### config.mk
export PLATFORM = sky130hd
export DESIGN_NAME = audio_pwm_out_flat
export DESIGN_NICKNAME = d
export VERILOG_FILES = /design/src/rtl/audio_pkg.sv /design/src/rtl/audio_pwm_out_if.sv /design/src/rtl/audio_volume_scaler.sv /design/src/rtl/audio_pwm_out.sv /design/src/flat_wrapper.sv
export SDC_FILE = /design/constraint.sdc
export NUM_CORES = 1
export LEC_CHECK = 0
export CAP_MARGIN = 40
export CORE_MARGIN = 2
export CORE_UTILIZATION = 45
export CTS_CLUSTER_DIAMETER = 80
export DETAILED_ROUTE_END_ITERATION = 10
export GPL_TIMING_DRIVEN = 0
export PLACE_DENSITY = 0.66
export SLEW_MARGIN = 25
export SYNTH_ARGS = -nofsm -noshare
export SYNTH_HDL_FRONTEND = slang
export SYNTH_HIERARCHICAL = 1
export SYNTH_SLANG_ARGS = --single-unit
### constraint.sdc
create_clock -name clk -period 10.84 [get_ports clk]
set_clock_uncertainty 0.2 [all_clocks]
set_input_delay 3.252 -clock clk [delete_from_list [all_inputs] [get_ports clk]]
set_output_delay 3.252 -clock clk [all_outputs]
set_load 0.005 [all_outputs]
### src/rtl/audio_pkg.sv
// audio_pkg: shared constants and helpers for the audio PWM output stage.
//   PWM_BITS  - width of the PWM counter and duty values
//   MIDSCALE  - offset-binary silence level
//   END_MARK  - reserved ROM word that marks end of track
//   GAIN_TBL  - volume index (0..10) to gain, in 1/256 units
//   bcd_to_vol_idx - two BCD digits to a volume index clamped to 0..10
package audio_pkg;

  localparam int PWM_BITS = 8;
  localparam logic [7:0] MIDSCALE = 8'd128;
  localparam logic [7:0] END_MARK = 8'h00;

  localparam logic [8:0] GAIN_TBL [0:10] = '{
    9'd0, 9'd26, 9'd51, 9'd77, 9'd102, 9'd128,
    9'd154, 9'd179, 9'd205, 9'd230, 9'd256
  };

  // Digits above 9 are treated as 9; anything above 10 is full scale.
  function automatic logic [3:0] bcd_to_vol_idx(input logic [3:0] tens,
                                                input logic [3:0] units);
    logic [3:0] t;
    logic [3:0] u;
    logic [6:0] v;
    t = (tens > 4'd9) ? 4'd9 : tens;
    u = (units > 4'd9) ? 4'd9 : units;
    v = 7'(t) * 7'd10 + 7'(u);
    return (v > 7'd10) ? 4'd10 : v[3:0];
  endfunction

endpackage

### src/rtl/audio_pwm_out_if.sv
// audio_pwm_out_if: player-side signals of the audio PWM output stage.
//   play         - 1 = playing
//   sample       - current ROM word, offset binary, 0x00 = end of track
//   volume1/0    - BCD volume tens/units digits
//   sample_req   - one-cycle strobe advancing the address stage
//   end_of_track - one-cycle strobe advancing the song select
//   pwm_out      - audio pin
//   duty         - active duty value (debug)
// master drives play/sample/volume; slave is the output stage.
interface audio_pwm_out_if;

  logic       play;
  logic [7:0] sample;
  logic [3:0] volume1;
  logic [3:0] volume0;
  logic       sample_req;
  logic       end_of_track;
  logic       pwm_out;
  logic [7:0] duty;

  modport master (
    output play, sample, volume1, volume0,
    input  sample_req, end_of_track, pwm_out, duty
  );

  modport slave (
    input  play, sample, volume1, volume0,
    output sample_req, end_of_track, pwm_out, duty
  );

endinterface

### src/rtl/audio_volume_scaler.sv
// audio_volume_scaler: scales an offset-binary sample by the BCD volume.
//   clk, reset        - clock, synchronous active-high reset
//   s_reg             - latched sample word (offset binary)
//   volume1, volume0  - BCD volume digits, sampled every cycle
//   duty_next         - scaled duty, floor((s_reg-128)*gain/256)+128
// Stage 1 registers the signed product; stage 2 is the shift and offset.
module audio_volume_scaler
  import audio_pkg::*;
(
  input  logic       clk,
  input  logic       reset,
  input  logic [7:0] s_reg,
  input  logic [3:0] volume1,
  input  logic [3:0] volume0,
  output logic [7:0] duty_next
);

  logic signed [8:0]  c;
  logic        [8:0]  gain;
  logic signed [17:0] p_d;
  logic signed [17:0] p_q;

  always_comb begin
    c    = $signed({1'b0, s_reg}) - $signed({1'b0, MIDSCALE});
    gain = GAIN_TBL[bcd_to_vol_idx(volume1, volume0)];
    p_d  = $signed({{9{c[8]}}, c}) * $signed({9'b0, gain});
  end

  // Zero product decodes to midscale, so reset leaves duty_next at 128.
  always_ff @(posedge clk) begin
    if (reset) p_q <= '0;
    else       p_q <= p_d;
  end

  // Arithmetic shift floors; the result always lands in 0..255.
  assign duty_next = 8'((p_q >>> 8) + 18'sd128);

endmodule

### src/rtl/audio_pwm_out.sv
// audio_pwm_out: per-frame sample fetch, volume scaling and PWM output.
//   clk, reset - clock, synchronous active-high reset
//   bus        - play/sample/volume in; sample_req, end_of_track,
//                pwm_out, duty out (see audio_pwm_out_if)
// PERIODS_PER_SAMPLE PWM periods of 256 clocks form one sample frame.
module audio_pwm_out
  import audio_pkg::*;
#(
  parameter int PERIODS_PER_SAMPLE = 4
) (
  input  logic            clk,
  input  logic            reset,
  audio_pwm_out_if.slave  bus
);

  localparam int PER_W = (PERIODS_PER_SAMPLE > 1) ? $clog2(PERIODS_PER_SAMPLE) : 1;
  localparam logic [PER_W-1:0] PER_LAST = PER_W'(PERIODS_PER_SAMPLE - 1);

  logic [PWM_BITS-1:0] pwm_cnt_q, pwm_cnt_d;
  logic [PER_W-1:0]    per_cnt_q, per_cnt_d;
  logic [7:0]          s_reg_q, s_reg_d;
  logic                sample_req_q, sample_req_d;
  logic                eot_q, eot_d;
  logic [7:0]          duty_active_q, duty_active_d;
  logic                pwm_q, pwm_d;
  logic [7:0]          duty_next;
  logic                pwm_wrap;
  logic                fb;

  audio_volume_scaler u_scaler (
    .clk       (clk),
    .reset     (reset),
    .s_reg     (s_reg_q),
    .volume1   (bus.volume1),
    .volume0   (bus.volume0),
    .duty_next (duty_next)
  );

  always_comb begin
    pwm_wrap      = (pwm_cnt_q == '1);
    fb            = pwm_wrap && (per_cnt_q == PER_LAST);
    pwm_cnt_d     = pwm_cnt_q + 1'b1;
    per_cnt_d     = per_cnt_q;
    s_reg_d       = s_reg_q;
    sample_req_d  = 1'b0;
    eot_d         = 1'b0;
    duty_active_d = duty_active_q;
    pwm_d         = (pwm_cnt_q < duty_active_q);

    if (pwm_wrap) begin
      per_cnt_d     = (per_cnt_q == PER_LAST) ? '0 : per_cnt_q + 1'b1;
      duty_active_d = duty_next;
    end

    // Paused frames play silence; the end marker itself is never played.
    if (fb) begin
      if (bus.play) begin
        sample_req_d = 1'b1;
        if (bus.sample == END_MARK) begin
          eot_d   = 1'b1;
          s_reg_d = MIDSCALE;
        end else begin
          s_reg_d = bus.sample;
        end
      end else begin
        s_reg_d = MIDSCALE;
      end
    end
  end

  always_ff @(posedge clk) begin
    if (reset) begin
      pwm_cnt_q     <= '0;
      per_cnt_q     <= '0;
      s_reg_q       <= MIDSCALE;
      sample_req_q  <= 1'b0;
      eot_q         <= 1'b0;
      duty_active_q <= MIDSCALE;
      pwm_q         <= 1'b0;
    end else begin
      pwm_cnt_q     <= pwm_cnt_d;
      per_cnt_q     <= per_cnt_d;
      s_reg_q       <= s_reg_d;
      sample_req_q  <= sample_req_d;
      eot_q         <= eot_d;
      duty_active_q <= duty_active_d;
      pwm_q         <= pwm_d;
    end
  end

  assign bus.sample_req   = sample_req_q;
  assign bus.end_of_track = eot_q;
  assign bus.pwm_out      = pwm_q;
  assign bus.duty         = duty_active_q;

endmodule

### src/flat_wrapper.sv
// flat-port wrapper written by rule: the top's interface ports become plain ports
module audio_pwm_out_flat import audio_pkg::*;
#(
  parameter int PERIODS_PER_SAMPLE = 4
)
  (clk, reset, bus_play, bus_sample, bus_volume1, bus_volume0, bus_sample_req, bus_end_of_track, bus_pwm_out, bus_duty);
  audio_pwm_out_if bus_i ();
  input  logic clk;
  input  logic reset;
  input wire logic [$bits(bus_i.play)-1:0] bus_play;
  input wire logic [$bits(bus_i.sample)-1:0] bus_sample;
  input wire logic [$bits(bus_i.volume1)-1:0] bus_volume1;
  input wire logic [$bits(bus_i.volume0)-1:0] bus_volume0;
  output wire logic [$bits(bus_i.sample_req)-1:0] bus_sample_req;
  output wire logic [$bits(bus_i.end_of_track)-1:0] bus_end_of_track;
  output wire logic [$bits(bus_i.pwm_out)-1:0] bus_pwm_out;
  output wire logic [$bits(bus_i.duty)-1:0] bus_duty;
  assign bus_i.play = bus_play;
  assign bus_i.sample = bus_sample;
  assign bus_i.volume1 = bus_volume1;
  assign bus_i.volume0 = bus_volume0;
  assign bus_sample_req = bus_i.sample_req;
  assign bus_end_of_track = bus_i.end_of_track;
  assign bus_pwm_out = bus_i.pwm_out;
  assign bus_duty = bus_i.duty;
  audio_pwm_out #(.PERIODS_PER_SAMPLE(PERIODS_PER_SAMPLE)) u_core (.clk(clk), .reset(reset), .bus(bus_i));
endmodule
==> impl_summary.txt, run 1 <==
----------------------------------------------------
[Clocking]
  TritonCTS Sinks ... 37
  Maximum root-to-sink buffer count ... 2
  Worst-Skew Late Latency ... 290 ps
  CTS H-tree depth ... 2
  CTS Buf Count ... 5
  Clock root buffer ... sky130_fd_sc_hd__clkbuf_8
  Number of buffers inserted by hold repair at cts ... 0
  Clock tree from TritonCTS ... done
  Clock-pin transition on the worst setup and hold timing paths ... 80 ps

[GRT]
  Number of antenna violations at the first check in global routing ... 0
  First-pass GRT wire length ... 17900 um
  Maximum number of pins on one net before global-route repair ... 14
  Grt ovf ... 0
  Number of global-route vias before repair ... ~3900
  All-Layer GR Usage ... 21.1%

[Synth]
  Count of unique library cells instantiated by Yosys ... 61
  Combinational family with the most area after synthesis ... adder cells
  Part of the Yosys area used for sequential elements ... 16.9%
  Multiplexer area fraction after synthesis ... less than 1%
  Share of synthesized flip-flops with an asynchronous set or reset ... 0%
  Net count after synthesis ... a little over 600
  Number of synthesized flops with an enable pin ... 0
  Post-synthesis sequential element count ... 37
  Mean area per synthesized cell ... ~8.9 um2
  Area fraction in compound gates after synthesis ... 12.6%
  Primary FF master, synth ... sky130_fd_sc_hd__dfxtp_1
  Yosys warning total ... 6
  Area fraction in and, or, nand and nor cells after synthesis ... 19.3%
  Adder-cell share of the synthesized area ... 39.3%
  Post-synth design cell area ... ~0.0044 mm2
  Post-Synthesis Cells ... 490
  Xor/xnor share of the synthesized area ... between 2 and 3%

[Final layout]
  Area overhead of the layout relative to synthesis ... 29.3%
  Leading cell types in the layout, fill and taps excluded ... 69 x sky130_fd_sc_hd__inv_1, 49 x sky130_fd_sc_hd__fa_1, 46 x sky130_fd_sc_hd__buf_4
  Number of antenna repair diodes ... 0
  Commonest non-fill, non-tap cell in the layout ... sky130_fd_sc_hd__inv_1
  Number of nets in the final layout ... around 700
  Layout cells sized above 1 ... 24.2%
  Number of inserted filler cells in the final layout ... a little over 800

[Critical path]
  Slowest Stage Delay on Critical Path ... 550 ps
  Category of the worst setup path capture point ... register
  CP Class ... primary input to register
  Crit path DAT ... between 10000 and 15000 ps
  Largest driver fanout on the critical path ... 4
  Element type at the critical path start ... primary input
  Worst r2r dst ... u_core/u_scaler/p_q[14]
  Depth of the worst register-to-register path ... 19
  Critical path data required time ... 10810 ps
  R2r setup slk ... 5370 ps
  Most common cell type on the critical path ... sky130_fd_sc_hd__ha_4
  FF-to-FF Start ... u_core/s_reg_q[7]
  Max stage delay cell, worst path ... sky130_fd_sc_hd__fa_1

[Placement]
  Gpl congestion ... 0.894
  Hpwl dp ... 7410 um
  Worst slack at placement ... -1470 ps
  I/O Buffers ... 29

[Floorplan]
  Y dimension of the die ... 103 um
  Starting density of the core ... a little under half
  Cell row count ... 36
  Ports placed on the boundary ... 30
  Floorplan die area ... ~0.011 mm2
  Width of the die ... 103 um
  Placeable core region ... 0.00959 mm2

[Hold path]
  Type of the worst min-delay path ... register to register
  Worst Hold Depth ... 1
  Start point of the worst hold path ... u_core/pwm_cnt_q[0]
  Endpoint, Worst Hold ... u_core/pwm_cnt_q[0]

[STA]
  Post-route worst hold slack ... about 280 ps
  Hold violation total from the final report ... 0
  Crit path time final ... 10680 ps
  Final clock period utilization by the worst path ... 98.5%
  Slack of the critical path ... 164 ps
  Transition at the pin with the smallest max-transition slack ... 656 ps
  Max-slew headroom at the worst pin ... around 56%
  Final count of pins violating max slew ... 0
  Final count of negative-setup-slack endpoints ... 0
  Max Freq ... ~94 MHz

[Outcome]
  Outcome ... finished clean

[Drt]
  Antenna-violating nets left ... 0
  Total detailed-routing wirelength ... 10500 um
  Number of search-and-repair iterations in the first detailed-routing pass ... 4
  Routed length per placed instance ... 15.0 um
  Detailed-route DRC error count ... 0
  Vias/cell ... 5.25
  First-iteration detailed-routing DRC count ... 109
  DR vias ... 3673

[Power and ir drop]
  Static Leak ... ~2.6 nW
  Power per cell area ... 66.8 mW/mm2
  Largest vdd supply drop ... 0.0000681 V

[Job]
  Maximum capacitance violations ... 0

----------------------------------------------------
## area by class of cell
type | instances | area (um2) | area share [%]
multi-input cells | 358 | 3650 | 64.3
flip-flops and latches | 37 | 741 | 13.1
repair buffers | 69 | 593 | 10.5
inverters | 74 | 278 | 4.90
well taps | 133 | 166 | 2.93
plain buffers | 20 | 109 | 1.92
clock buffers | 5 | 68.8 | 1.21
clock inverters | 3 | 68.8 | 1.21
## where the power goes
group	switching [mW]	leakage, nW	total (mW)	internal (mW)
combinational	0.0527	2.27	0.0961	0.0434
clock	0.0521	0.0687	0.145	0.0926
sequential	0.00121	0.299	0.138	0.137
## critical path, delay by kind of cell
family                   cells  cell delay [ps]
AND/OR/NAND/NOR             10             1550
AO/OA/AOI/OAI               11             1710
adder cells (fa/ha/maj)     10             3410
buffers and inverters        6              740
## layer usage
layer  GRT usage [%]  wire [um]  vias up
met1            26.3       4500     1810
met4            4.82        180        0
met2            39.0       5390       84
li1                -          -     1760
met3            2.51        404       19
met5               0          0        -
## worst max path at each step
stage / from / endpoint / slack, ps / cells past startpoint
floorplan: bus_volume1[1] / u_core/u_scaler/p_q[14] / 70 / 31
global placement: bus_volume1[3] / u_core/u_scaler/p_q[11] / -1350 / 32
detailed placement: bus_volume1[3] / u_core/u_scaler/p_q[11] / -1470 / 32
CTS: bus_volume1[0] / u_core/u_scaler/p_q[14] / 2 / 34
global route: bus_volume1[1] / u_core/u_scaler/p_q[14] / -70 / 36
finish: bus_volume1[1] / u_core/u_scaler/p_q[14] / 160 / 37
## repair_timing
action,CTS,global route
setup endpoints to repair,8,8
buffers inserted,29,11
resized for setup,59,33
endpoints found under the hold margin,0,0
pin swaps,38,34
## registers in the layout, summed over array words and instances, names as in the netlist
name                     cells
u_core/u_scaler/p_q          8
u_core/pwm_cnt_q             8
u_core/bus.sample_req        1
u_core/bus.pwm_out           1
u_core/per_cnt_q             2
u_core/bus.duty              8
u_core/s_reg_q               8
u_core/bus.end_of_track      1
## metrics by stage
| step | cells | total power, mW | utilization (%) | TNS, ps | area (um2) |
|---|---|---|---|---|---|
| 3_5_place_dp | 652 | 0.199 | 50.5 | -10240 | 4850 |
| 2_1_floorplan | 490 | 0.180 | - | 0 | 4390 |
| 6_report | 699 | 0.379 | 59.1 | 0 | 5670 |
| 3_3_place_gp | 652 | 0.198 | 50.5 | -9150 | 4850 |
| 4_1_cts | 689 | 0.365 | 56.9 | 0 | 5460 |
| 5_1_grt | 699 | 0.395 | 59.1 | -218 | 5670 |
## kinds of logic (layout without fill, tap and decap cells)
| group | after synthesis | count (layout) |
|---|---|---|
| flip-flops | 37 | 37 |
| adder cells (fa/ha/maj) | 107 | 107 |
| buffers and inverters | 95 | 171 |
| AND/OR/NAND/NOR | 157 | 157 |
| XOR/XNOR | 14 | 14 |
| multiplexers | 1 | 1 |
| AO/OA/AOI/OAI | 79 | 79 |
## synth_stat cells, types with 2 or more instances
library cell | n | area share (%)
sky130_fd_sc_hd__a211o_1 | 2 | 0.40
sky130_fd_sc_hd__a211oi_1 | 2 | 0.34
sky130_fd_sc_hd__a21o_1 | 4 | 0.68
sky130_fd_sc_hd__a21oi_1 | 21 | 2.4
sky130_fd_sc_hd__a221oi_2 | 2 | 0.68
sky130_fd_sc_hd__a22o_1 | 7 | 1.4
sky130_fd_sc_hd__and2_1 | 22 | 3.1
sky130_fd_sc_hd__and3_1 | 3 | 0.43
sky130_fd_sc_hd__buf_1 | 3 | 0.26
sky130_fd_sc_hd__buf_2 | 3 | 0.34
sky130_fd_sc_hd__buf_4 | 8 | 1.4
sky130_fd_sc_hd__clkbuf_1 | 7 | 0.60
sky130_fd_sc_hd__dfxtp_1 | 37 | 17
sky130_fd_sc_hd__fa_1 | 51 | 23
sky130_fd_sc_hd__ha_1 | 56 | 16
sky130_fd_sc_hd__inv_1 | 73 | 6.2
sky130_fd_sc_hd__nand2_1 | 41 | 3.5
sky130_fd_sc_hd__nand2b_1 | 4 | 0.57
sky130_fd_sc_hd__nand3_1 | 13 | 1.5
sky130_fd_sc_hd__nor2_1 | 28 | 2.4
sky130_fd_sc_hd__nor2b_1 | 9 | 1.3
sky130_fd_sc_hd__nor3_1 | 7 | 0.80
sky130_fd_sc_hd__nor3b_1 | 3 | 0.51
sky130_fd_sc_hd__nor4_1 | 5 | 0.71
sky130_fd_sc_hd__o211ai_1 | 2 | 0.34
sky130_fd_sc_hd__o21a_1 | 4 | 0.68
sky130_fd_sc_hd__o21ai_0 | 7 | 0.80
sky130_fd_sc_hd__o21ai_1 | 13 | 1.5
sky130_fd_sc_hd__o31ai_1 | 2 | 0.34
sky130_fd_sc_hd__or2_2 | 3 | 0.43
sky130_fd_sc_hd__or3_1 | 6 | 0.86
sky130_fd_sc_hd__xnor2_1 | 8 | 1.6
sky130_fd_sc_hd__xor2_1 | 6 | 1.2
Note: power is estimated with default switching activity, not from simulation.
==> inputs of run 2 (changes only) <==
- ABC_AREA: default -> 1
- CORE_MARGIN: 2 -> 3
==> run 2 against run 1 <==
Routed wire length increased by 2.6%. Critical endpoint unchanged. Highest routed layer unchanged. Non-clock buffer count decreased by 28. Via count increased by 8.4%.
==> impl_summary.txt, run 2 <==
----------------------------------------------------
[Outcome]
  Outcome ... finished clean

[GRT]
  Number of global-route vias before repair ... 4042 (+2.8%)
  Number of antenna violations at the first check in global routing ... 0 (unchanged)
  Maximum number of pins on one net before global-route repair ... 14 (unchanged)
  Grt peak-use layer ... met2
  Global routing usage on met3 ... 2.52% (+0.011 points)
  Grt met1 use ... 25.2% (-1.1 points)
  Grt ovf ... 0 (unchanged)
  All-Layer GR Usage ... 19.4% (-1.7 points)
  First-pass GRT wire length ... 18300 um (+2.1%)
  Met2 Usage GRT ... 34.1% (-4.9 points)

[Power and ir drop]
  Static Leak ... 2.82 nW (+6.9%)
  Overall power ... 0.384 mW (+1.3%)
  Share of total power consumed by net switching ... 29.9% (+1.9 points)
  Power per cell area ... 67.9 mW/mm2 (+1.6%)
  Relative contribution of combinational cells to total power ... 26.9% (+1.5 points)
  Clock share of power ... 37.3% (-0.9 points)
  Power Internal ... 0.269 mW (-1.4%)
  Part of the total power dissipated in sequential elements ... 35.9% (-0.5 points)
  Net Switching ... 0.115 mW (+8.2%)
  Largest vdd supply drop ... 0.0000506 V (-26%)

[Hold path]
  Type of the worst min-delay path ... register to register

[Job]
  Maximum capacitance violations ... 0 (unchanged)

[Final layout]
  Number of inserted filler cells in the final layout ... 946 (+18%)
  Number of antenna repair diodes ... 0 (unchanged)
  Leading cell types in the layout, fill and taps excluded ... 126 x sky130_fd_sc_hd__inv_1, 111 x sky130_fd_sc_hd__nand2_1, 66 x sky130_fd_sc_hd__nor2_1
  Layout cells sized above 1 ... 16.9% (-7.3 points)
  Number of nets in the final layout ... 804 (+16%)
  Post-Layout Inst Area ... 0.00566 mm2 (-0.26%)
  Area overhead of the layout relative to synthesis ... 21.6%
  Commonest non-fill, non-tap cell in the layout ... sky130_fd_sc_hd__inv_1

[Synth]
  Primary FF master, synth ... sky130_fd_sc_hd__dfxtp_1
  Count of unique library cells instantiated by Yosys ... 37 (-39%)
  Most instantiated library cell after synthesis ... sky130_fd_sc_hd__inv_1
  Area share of the largest cell type after synthesis ... 22.0% (-1.3 points)
  Leading cell types by total area after synthesis ... sky130_fd_sc_hd__fa_1 22%, sky130_fd_sc_hd__dfxtp_1 16%, sky130_fd_sc_hd__ha_1 15%
  Mean area per synthesized cell ... 7.43 um2 (-17%)
  Post-synth top cells ... 135 x sky130_fd_sc_hd__inv_1, 122 x sky130_fd_sc_hd__nand2_1, 74 x sky130_fd_sc_hd__nor2_1
  Top cell type by total area after synthesis ... sky130_fd_sc_hd__fa_1
  Post-Synthesis Cells ... 626 (+28%)
  Number of synthesized flops with an enable pin ... 0 (unchanged)
  Post-synthesis sequential element count ... 37 (unchanged)
  Share of synthesized flip-flops with an asynchronous set or reset ... 0% (unchanged)
  Net count after synthesis ... 752 (+22%)
  Part of the Yosys area used for sequential elements ... 15.9% (-0.96 points)
  Post-synth design cell area ... 0.00465 mm2 (+6.0%)
  Yosys warning total ... 6 (unchanged)

[Critical path]
  Worst r2r dst ... u_core/u_scaler/p_q[14]
  Slowest Stage Delay on Critical Path ... 580 ps (+30 ps)
  Critical path data required time ... 10860 ps (+50 ps)
  End of the critical path ... u_core/u_scaler/p_q[14]
  CP Class ... primary input to register
  Crit path DAT ... 10520 ps (-120 ps)
  Largest driver fanout on the critical path ... 6 (+2)
  Most common cell type on the critical path ... sky130_fd_sc_hd__inv_1
  Category of the worst setup path capture point ... register
  Depth of the worst register-to-register path ... 19 (unchanged)
  FF-to-FF Start ... u_core/s_reg_q[7]
  Element type at the critical path start ... primary input
  R2r setup slk ... 5730 ps (+360 ps)
  Max stage delay cell, worst path ... sky130_fd_sc_hd__fa_2
  CP Launch Point ... bus_volume1[2]

[Clocking]
  TritonCTS Sinks ... 37 (unchanged)
  Clock root buffer ... sky130_fd_sc_hd__clkbuf_8
  Worst-Skew Late Latency ... 290 ps (about the same)
  Clock tree from TritonCTS ... done
  CTS Buf Count ... 5 (unchanged)
  Number of buffers inserted by hold repair at cts ... 0 (unchanged)
  CTS H-tree depth ... 2 (unchanged)
  Clock-pin transition on the worst setup and hold timing paths ... 80 ps (about the same)
  Maximum root-to-sink buffer count ... 2 (unchanged)

[Floorplan]
  Floorplan die area ... 0.0116 mm2 (+9.8%)
  Starting density of the core ... 46.9% (+1.2 points)
  Ports placed on the boundary ... 30 (unchanged)
  Y dimension of the die ... 108 um (+4.8%)
  Cell row count ... 36 (unchanged)
  Width of the die ... 108 um (+4.8%)
  Placeable core region ... 0.00991 mm2 (+3.3%)

[Drt]
  Routed length per placed instance ... 13.2 um (-12%)
  Detailed-route DRC error count ... 0 (unchanged)
  Total detailed-routing wirelength ... 10700 um (+2.6%)
  Vias/cell ... 4.90 (-6.7%)
  DR vias ... 3980 (+8.4%)
  First-iteration detailed-routing DRC count ... 247 (+130%)
  Antenna-violating nets left ... 0 (unchanged)
  Number of search-and-repair iterations in the first detailed-routing pass ... 5 (+1)

[STA]
  Final clock period utilization by the worst path ... 96.8% (-1.7 points)
  Hold violation total from the final report ... 0 (unchanged)
  Max Freq ... 95.3 MHz (+1.8%)
  Final count of negative-setup-slack endpoints ... 0 (unchanged)
  Final count of pins violating max slew ... 0 (unchanged)
  Max-slew headroom at the worst pin ... 68.5% (+12 points)
  Crit path time final ... 10490 ps (-184 ps)
  Transition at the pin with the smallest max-transition slack ... 472 ps (-183 ps)
  Slack of the critical path ... 348 ps (+184 ps)

[Placement]
  Gpl congestion ... 0.897 (+0.36%)
  Hpwl dp ... 8770 um (+18%)
  I/O Buffers ... 29 (unchanged)
  Placement-stage cell area ... 0.00511 mm2 (+5.3%)
  Worst slack at placement ... -963 ps (+510 ps)

----------------------------------------------------
-- run 2: changes by cell type in the layout (fill, tap and decap cells not counted), sizes merged, moves of 15 or more --
| cell | before | now |
|---|---|---|
| nand2 | 41 | 132 |
| inv | 75 | 137 |
| nor2 | 29 | 80 |
| buf | 54 | 27 |
| and2 | 22 | 0 |
| a21oi | 21 | 36 |
-- run 2: final cells by class --
cell class	instances	area, um2	share of cell area, %
plain buffers	16	103	1.81
clock buffers	5	68.8	1.22
clock inverters	3	68.8	1.22
inverters	137	524	9.27
multi-input cells	436	3570	63.1
flip-flops and latches	37	741	13.1
well taps	133	166	2.94
repair buffers	45	417	7.37
-- run 2: worst min-delay path by stage --
stage	startpoint	endpoint	slack (ps)	cells past startpoint
final	u_core/pwm_cnt_q[0]	u_core/pwm_cnt_q[0]	270	1
after global routing	u_core/pwm_cnt_q[0]	u_core/pwm_cnt_q[0]	310	1
after CTS	u_core/pwm_cnt_q[0]	u_core/pwm_cnt_q[0]	270	1
after detailed placement	u_core/pwm_cnt_q[0]	u_core/pwm_cnt_q[0]	250	1
after global placement	u_core/pwm_cnt_q[0]	u_core/pwm_cnt_q[0]	250	1
after floorplan	u_core/pwm_cnt_q[0]	u_core/pwm_cnt_q[0]	230	1
-- run 2: power groups by stage --
stage / Clock [mW] / Sequential (mW) / Combinational [mW]
floorplan: 0 / 0.141 / 0.0528
global placement: 0 / 0.141 / 0.0758
detailed placement: 0 / 0.141 / 0.0783
CTS: 0.147 / 0.138 / 0.0849
global route: 0.154 / 0.138 / 0.114
finish: 0.143 / 0.138 / 0.103
-- run 2: cell families (layout without fill, tap and decap cells) --
kind of cell / Yosys count / after routing / share of synthesized area [%]
compound gates: 69 / 69 / 8.18
xor+xnor: 8 / 8 / 1.51
flops: 37 / 37 / 15.9
buf+inv: 153 / 206 / 13.4
fa+ha+maj: 107 / 107 / 37.0
simple gates: 252 / 252 / 24.0
-- run 2: worst max-delay path: cells and delay by family --
kind / cells / cell delay (ps)
AND/OR/NAND/NOR: 16 / 2150
buffers and inverters: 9 / 1010
AO/OA/AOI/OAI: 2 / 330
adder cells (fa/ha/maj): 10 / 3750
-- run 2: layer usage --
metal / routed length, um / part of all wire, %
met2: 5400 / 50
met3: 496 / 4.6
met5: 0 / 0
met4: 130 / 1.2
met1: 4710 / 44
-- run 2: repair_timing --
item                                    CTS  global route
setup buffers                             2            14
gates resized for setup                  20            61
pin swaps                                 0            28
endpoints found under the setup margin    8             8
-- run 2: per-stage QoR --
stage	hold WS [ps]	instances	TNS, ps	utilization [%]
2_1_floorplan	230	626	0	-
3_3_place_gp	249	788	-4070	51.5
3_5_place_dp	254	788	-5560	51.5
4_1_cts	272	798	0	53.6
5_1_grt	306	812	-223	57.1
6_report	267	812	0	57.1
==> inputs of run 3 (changes only) <==
--- a/constraint.sdc
+++ b/constraint.sdc
@@ -4,2 +4,2 @@
 set_output_delay 3.252 -clock clk [all_outputs]
-set_load 0.005 [all_outputs]
+set_load 0.1 [all_outputs]
==> run 3 against run 2 <==
Sequential cell count unchanged. Sequential share of layout area is 0.28 points lower. Sequential power barely moved. Largest power group is now registers.
==> impl_summary.txt, run 3 (same netlist as run 2, synthesis figures left out) <==
----------------------------------------------------
[Outcome]
  Outcome ... finished clean

[Power and ir drop]
  Largest vdd supply drop ... 0.0000640 V (+27%)
  Clock share of power ... 32.8% (-4.5 points)
  Static Leak ... 2.88 nW (+2.0%)
  Power Internal ... 0.247 mW (-8.2%)
  Net Switching ... 0.118 mW (+2.5%)
  Power per cell area ... 63.1 mW/mm2 (-7.0%)
  Part of the total power dissipated in sequential elements ... 37.8% (+1.9 points)
  Relative contribution of combinational cells to total power ... 29.4% (+2.5 points)
  Share of total power consumed by net switching ... 32.2% (+2.3 points)

[Critical path]
  Depth of the worst register-to-register path ... 18 (-1)
  Slowest Stage Delay on Critical Path ... 570 ps (about the same)
  Most common cell type on the critical path ... sky130_fd_sc_hd__inv_1
  End of the critical path ... u_core/u_scaler/p_q[14]
  R2r setup slk ... 5680 ps (-50 ps)
  Largest driver fanout on the critical path ... 6 (unchanged)
  Critical path data required time ... 10830 ps (-30 ps)
  Max stage delay cell, worst path ... sky130_fd_sc_hd__fa_2
  CP Launch Point ... bus_volume1[2]
  Category of the worst setup path capture point ... register
  FF-to-FF Start ... u_core/s_reg_q[7]
  Crit path DAT ... 10530 ps (about the same)
  Element type at the critical path start ... primary input
  Worst r2r dst ... u_core/u_scaler/p_q[14]
  CP Class ... primary input to register

[Drt]
  Number of search-and-repair iterations in the first detailed-routing pass ... 4 (-1)
  DR vias ... 4033 (+1.3%)
  Total detailed-routing wirelength ... 11100 um (+3.5%)
  Detailed-route DRC error count ... 0 (unchanged)
  Vias/cell ... 4.89 (-0.14%)
  First-iteration detailed-routing DRC count ... 164 (-34%)
  Antenna-violating nets left ... 0 (unchanged)
  Routed length per placed instance ... 13.5 um (+2.0%)

[STA]
  Final count of pins violating max slew ... 0 (unchanged)
  Hold violation total from the final report ... 0 (unchanged)
  Max Freq ... 94.8 MHz (-0.50%)
  Final count of negative-setup-slack endpoints ... 0 (unchanged)
  Max-slew headroom at the worst pin ... 67.2% (-1.3 points)
  Slack of the critical path ... 296 ps (-52.3 ps)
  Transition at the pin with the smallest max-transition slack ... 492 ps (+19.8 ps)
  Crit path time final ... 10540 ps (+52.3 ps)
  Final clock period utilization by the worst path ... 97.3% (+0.48 points)

[Clocking]
  Worst-Skew Late Latency ... 290 ps (about the same)
  TritonCTS Sinks ... 37 (unchanged)
  CTS Buf Count ... 5 (unchanged)
  Clock root buffer ... sky130_fd_sc_hd__clkbuf_8
  Number of buffers inserted by hold repair at cts ... 0 (unchanged)
  CTS H-tree depth ... 2 (unchanged)
  Maximum root-to-sink buffer count ... 2 (unchanged)
  Clock tree from TritonCTS ... done
  Clock-pin transition on the worst setup and hold timing paths ... 80 ps (about the same)

[GRT]
  Number of global-route vias before repair ... 4075 (+0.82%)
  All-Layer GR Usage ... 19.9% (+0.47 points)
  First-pass GRT wire length ... 18700 um (+2.5%)
  Maximum number of pins on one net before global-route repair ... 14 (unchanged)
  Number of antenna violations at the first check in global routing ... 0 (unchanged)
  Grt ovf ... 0 (unchanged)

[Hold path]
  Type of the worst min-delay path ... register to register

[Floorplan]
  Starting density of the core ... 46.9% (unchanged)
  Floorplan die area ... 0.0116 mm2 (unchanged)
  Placeable core region ... 0.00991 mm2 (unchanged)
  Y dimension of the die ... 108 um (unchanged)
  Ports placed on the boundary ... 30 (unchanged)
  Width of the die ... 108 um (unchanged)
  Cell row count ... 36 (unchanged)

[Final layout]
  Leading cell types in the layout, fill and taps excluded ... 126 x sky130_fd_sc_hd__inv_1, 111 x sky130_fd_sc_hd__nand2_1, 66 x sky130_fd_sc_hd__nor2_1
  Commonest non-fill, non-tap cell in the layout ... sky130_fd_sc_hd__inv_1
  Area overhead of the layout relative to synthesis ... 24.3%
  Layout cells sized above 1 ... 17.8% (+0.86 points)
  Number of nets in the final layout ... 816 (+1.5%)
  Number of antenna repair diodes ... 0 (unchanged)
  Post-Layout Inst Area ... 0.00578 mm2 (+2.2%)
  Number of cells in the finished layout apart from fillers ... 824 (+1.5%)

[Placement]
  Worst slack at placement ... -964 ps (-1.06 ps)
  Placement-stage cell area ... 0.00527 mm2 (+3.2%)
  Gpl congestion ... 0.897 (unchanged)
  I/O Buffers ... 29 (unchanged)
  Placed Cells ... 799 (+1.4%)
  Hpwl dp ... 8940 um (+2.0%)

[Job]
  Maximum capacitance violations ... 0 (unchanged)

----------------------------------------------------
## run 3: cell types whose count changed in the layout (fill, tap and decap cells not counted), sizes merged
cell	before	now
buf	27	39
bufinv	2	1
clkinv	1	2
clkinvlp	0	1
inv	137	136
## run 3: timing repair
action                                  CTS  global route
endpoints found under the setup margin    8             8
gates resized for setup                  25            47
buffers inserted                          1            16
pin swaps                                 1            28
## run 3: cell type report
| type | instances | area (um2) |
|---|---|---|
| inverter | 137 | 524 |
| clock inverter | 3 | 46.3 |
| tap | 133 | 166 |
| fill | 915 | 4130 |
| multi-input combinational | 436 | 3540 |
| sequential | 37 | 741 |
| buffer | 16 | 103 |
| clock buffer | 5 | 68.8 |
| timing repair buffer | 57 | 589 |
## run 3: power groups by stage
stage	combinational, mW	clock, mW	sequential, mW
2_1_floorplan	0.0528	0	0.142
3_3_place_gp	0.0773	0	0.141
3_5_place_dp	0.0804	0	0.141
4_1_cts	0.0880	0.123	0.138
5_1_grt	0.118	0.130	0.138
6_report	0.107	0.120	0.138
## run 3: metal layers
metal	routed length [um]	up-vias	share of wire (%)	GRT usage, %
li1	-	2031	-	-
met1	4860	1923	44	25.5
met2	5720	71	52	35.8
met3	425	8	3.8	2.40
met4	104	0	0.94	3.97
met5	0	-	0	0
## run 3: how the worst min path moves through the flow
stage	startpoint	to	cells after the start
2_1_floorplan	u_core/pwm_cnt_q[0]	u_core/pwm_cnt_q[0]	1
3_3_place_gp	u_core/pwm_cnt_q[0]	u_core/pwm_cnt_q[0]	1
3_5_place_dp	u_core/pwm_cnt_q[0]	u_core/pwm_cnt_q[0]	1
4_1_cts	u_core/pwm_cnt_q[0]	u_core/pwm_cnt_q[0]	1
5_1_grt	u_core/pwm_cnt_q[0]	u_core/pwm_cnt_q[0]	1
6_report	u_core/pwm_cnt_q[0]	u_core/pwm_cnt_q[0]	1
## run 3: stage by stage
stage | utilization [%] | power [mW] | hold WS (ps) | TNS, ps
2_1_floorplan | - | 0.195 | 230 | 0
3_3_place_gp | 51.5 | 0.218 | 249 | -4070
3_5_place_dp | 53.2 | 0.222 | 258 | -5580
4_1_cts | 55.2 | 0.349 | 273 | 0
5_1_grt | 58.3 | 0.386 | 309 | -251
6_report | 58.3 | 0.365 | 273 | 0
## run 3: worst max-delay path, delay by kind of cell
family,cells,cell delay (ps)
compound gates,3,510
fa+ha+maj,10,3760
buf+inv,9,1030
simple gates,14,1960
